## src/rtl/check_table.sv

```systemverilog
// rtl/check_table.sv - NCHECK-entry expectation table, sync write/clear, combinational read (mask field under CHECK_MASK_EN)
module check_table #(
  parameter  int WIDTH  = 32,
  parameter  int ADDR_W = 5,
  parameter  int NCHECK = 8,
  localparam int IDX_W  = (NCHECK > 1) ? $clog2(NCHECK) : 1
) (
  input  logic              clk,
  input  logic              reset,
  input  logic              we_i,
  input  logic [IDX_W-1:0]  widx_i,
  input  logic [ADDR_W-1:0] waddr_i,
  input  logic [WIDTH-1:0]  wdata_i,
`ifdef CHECK_MASK_EN
  input  logic [WIDTH-1:0]  wmask_i,
  output logic [WIDTH-1:0]  rmask_o,
`endif
  input  logic [IDX_W-1:0]  ridx_i,
  output logic [ADDR_W-1:0] raddr_o,
  output logic [WIDTH-1:0]  rdata_o
);

  logic [ADDR_W-1:0] addr_q [NCHECK];
  logic [WIDTH-1:0]  data_q [NCHECK];
`ifdef CHECK_MASK_EN
  logic [WIDTH-1:0]  mask_q [NCHECK];
`endif

  always_ff @(posedge clk) begin
    if (reset) begin
      for (int i = 0; i < NCHECK; i++) begin
        addr_q[i] <= '0;
        data_q[i] <= '0;
`ifdef CHECK_MASK_EN
        mask_q[i] <= '1;
`endif
      end
    end else if (we_i && (int'(widx_i) < NCHECK)) begin
      addr_q[widx_i] <= waddr_i;
      data_q[widx_i] <= wdata_i;
`ifdef CHECK_MASK_EN
      mask_q[widx_i] <= wmask_i;
`endif
    end
  end

  assign raddr_o = addr_q[ridx_i];
  assign rdata_o = data_q[ridx_i];
`ifdef CHECK_MASK_EN
  assign rmask_o = mask_q[ridx_i];
`endif

endmodule

```

## config.mk

```make
export PLATFORM = sky130hd
export DESIGN_NAME = check_table
export DESIGN_NICKNAME = d
export VERILOG_FILES = /design/src/rtl/check_table.sv
export SDC_FILE = /design/constraint.sdc
export NUM_CORES = 1
export LEC_CHECK = 0
export BUFFER_PORTS_ARGS = -buffer_cell sky130_fd_sc_hd__buf_2
export CAP_MARGIN = 15
export CORE_ASPECT_RATIO = 0.8
export CORE_UTILIZATION = 50
export CTS_BUF_LIST = sky130_fd_sc_hd__clkbuf_2 sky130_fd_sc_hd__clkbuf_4 sky130_fd_sc_hd__clkbuf_8
export CTS_CLUSTER_DIAMETER = 60
export DETAILED_ROUTE_END_ITERATION = 10
export GPL_ROUTABILITY_DRIVEN = 0
export PLACE_DENSITY_LB_ADDON = 0.3
export RECOVER_POWER = 50
export SLEW_MARGIN = 20
export SYNTH_ARGS = -nofsm -noshare
export SYNTH_HDL_FRONTEND = slang
export SYNTH_SLANG_ARGS = --single-unit
```

## constraint.sdc

```tcl
create_clock -name clk -period 7.1 [get_ports clk]
set_input_delay 0.71 -clock clk [delete_from_list [all_inputs] [get_ports clk]]
set_output_delay 0.71 -clock clk [all_outputs]
set_load 0.02 [all_outputs]
```

==> flow_summary.json <==
{
  "outcome": "complete, but fails checks",
  "violations": "max-capacitance violations, max-slew violations",
  "clock_sinks": 296,
  "clock-root-buffer": "clkbuf_8",
  "relSlewSlack_pct": -148,
  "synth_adder_area_share_pct": 0,
  "dp_hpwl_um": 15800,
  "yosys_register_bits": 296,
  "ir_drop_v": 0.000153,
  "syn-num-nets": 887,
  "min_path_type": "primary input to flop",
  "synth_xor_area_share_pct": 0,
  "synth_cells": 841,
  "postCtsHoldBufs": 0,
  "dieHeight_um": 149,
  "synth_edf_count": 296,
  "crit_arrival_ns": 5.13,
  "wl_per_cell_um": 23.7,
  "io_pins": 83,
  "overflow": 0,
  "yosysTopAreaCell": "edfxtp_1",
  "multi_input_area_um2": 3980,
  "rows": 53,
  "post_cts_buffers": 0,
  "finalSetupViolCount": 0,
  "postRouteAntennaNets": 0,
  "slowest_stage": "o21bai_1",
  "drt_first_iter_violations": 675,
  "max-cap-violations": 8,
  "synth.area.mux_share_pct": 15.4,
  "fp.dieW_um": 186,
  "grt_start_max_net_pins": 81,
  "layout_min_cycle_time_ns": 4.92,
  "nets": 949,
  "drt-total-wl_um": 30800,
  "yosysSeqAreaShare_pct": 65.7,
  "crit_type": "primary input to flop",
  "worst_slew_pin_slew_ns": 3.72,
  "synth_most_common_cell": "edfxtp_1",
  "synth_compound_area_share_pct": 0.444,
  "synthFlopType": "edfxtp_1",
  "area_growth_pct": 10.2,
  "dieArea_um2": 27700,
  "path_cells": "clkbuf_1 > or3b_1 > o21bai_1 > buf_4",
  "ys_warn_count": 0,
  "grt_pass1_wl_um": 48100,
  "fillers": 2118,
  "synth_top_area_share_pct": 65.7,
  "ys_types": 18,
  "drc": 0,
  "vias": 7746,
  "end_kind": "flop",
  "core-area_um2": 26500,
  "htreeDepth": 2,
  "cts_resized": 0,
  "crit_required_ns": 7.31,
  "rsz0062_at_grt": "no",
  "dr.pass1.iters": 4,
  "syn_area_um2": 13500,
  "drive_gt1_share_pct": 35.5,
  "startpoint_type": "primary input",
  "async_flop_share_pct": 0,
  "synth_top_family_by_area": "multiplexers",
  "regArea_um2": 8890,
  "clockBufferDepth": 3,
  "synthSimpleGateAreaFrac_pct": 14.0,
  "drv_slew": 254,
  "grt_util_all_layers_pct": 23.4,
  "dp.cells": 1210,
  "tns_ns": 0,
  "fin_crit_sh_pct": 69.3,
  "hold_viol": 0,
  "vias_per_cell": 5.97,
  "path_clk_slew_ns": 0.07,
  "syn_area_per_cell_um2": 16.1,
  "fmax_mhz": 203,
  "path_max_fanout": 56,
  "port_buffers": 82,
  "grt_pass1_vias": 8127,
  "powerDensity_nw_per_um2": 261,
  "cts_made_buffers": 47,
  "finalNonFillerCells": 1297,
  "synth.area.top_cells": "edfxtp_1 66%, mux4_2 12%, nor3_1 8.1%",
  "cpPeakStageDelay_ns": 2.35,
  "cts_tree": "done",
  "antenna_found_initial": 2,
  "p_leak_nw": 4.59,
  "synth_top_cells_by_count": "296 x edfxtp_1, 220 x nor3_1, 76 x nor3_2",
  "initial_core_util_pct": 51.2,
  "finalPower_mw": 3.89
}
-- cell type report --
cell class | count | area share, %
Inverter | 37 | 0.931
Timing Repair Buffer | 100 | 3.77
Tap cell | 357 | 2.99
Clock inverter | 26 | 1.06
Multi-Input combinational cell | 421 | 26.7
Sequential cell | 296 | 59.6
Clock buffer | 58 | 4.97
Antenna cell | 2 | 0.0335
-- final timing paths --
path	startpoint	to	slack, ns	cells past startpoint
min	wdata_i[5]	data_q[4][5]$_SDFFCE_PN0P_	0.63	3
max	reset	data_q[4][24]$_SDFFCE_PN0P_	2.18	4
-- metrics by stage --
step | hold slack (ns) | cell area [µm²] | setup WS [ns] | utilization, %
2_1_floorplan | 1.04 | 13500 | 3.32 | -
3_3_place_gp | 1.20 | 14200 | 3.13 | 53.6
3_5_place_dp | 1.20 | 14200 | 3.09 | 53.6
4_1_cts | 0.608 | 15100 | 3.10 | 57.0
5_1_grt | 0.618 | 14900 | 1.92 | 56.4
6_report | 0.627 | 14900 | 2.18 | 56.4
-- sequential cells by signal, summed over array words and instances (netlist names) --
name / count
data_q: 256
addr_q: 40
-- worst max-delay path: cells and delay by family --
family          cells  cell delay, ns
simple gates        1            1.27
buf+inv             2            0.78
compound gates      1            2.35
-- layer usage --
layer / global-route usage (%) / up-vias / share of wire, %
met4: 6.31 / 0 / 1.5
met1: 32.9 / 3981 / 44
met2: 38.0 / 278 / 49
met5: 0 / - / 0
met3: 3.78 / 41 / 6.3
li1: - / 3446 / -
-- power breakdown --
group / leakage, nW / switching, mW / total, mW / internal, mW
clock: 0.474 / 0.669 / 1.43 / 0.758
combinational: 1.28 / 0.255 / 0.403 / 0.148
sequential: 2.84 / 0.0290 / 2.06 / 2.03
total: 4.59 / 0.953 / 3.89 / 2.94
-- cell usage in the layout (no fill, tap or decap) --
cell type	synthesis	layout
or2_4	0	1
nand3b_1	1	1
nor3_1	220	244
o21bai_4	0	3
edfxtp_1	296	296
o21bai_1	8	5
buf_4	1	17
mux4_2	74	74
clkinv_1	37	55
nand2_2	0	1
bufinv_16	0	2
or3b_1	1	1
diode_2	0	2
mux2_2	37	37
buf_2	17	79
nor3_2	76	52
clkbuf_4	0	9
buf_16	0	1
clkbuf_1	36	3
clkinv_2	0	6
nand2b_4	0	2
clkbuf_8	0	49
-- kinds of logic after synthesis --
kind of cell           Yosys count
flip-flops                     296
AO/OA/AOI/OAI                    8
AND/OR/NAND/NOR                302
multiplexers                   111
buffers and inverters          124
(Power assumes the default switching activity.)
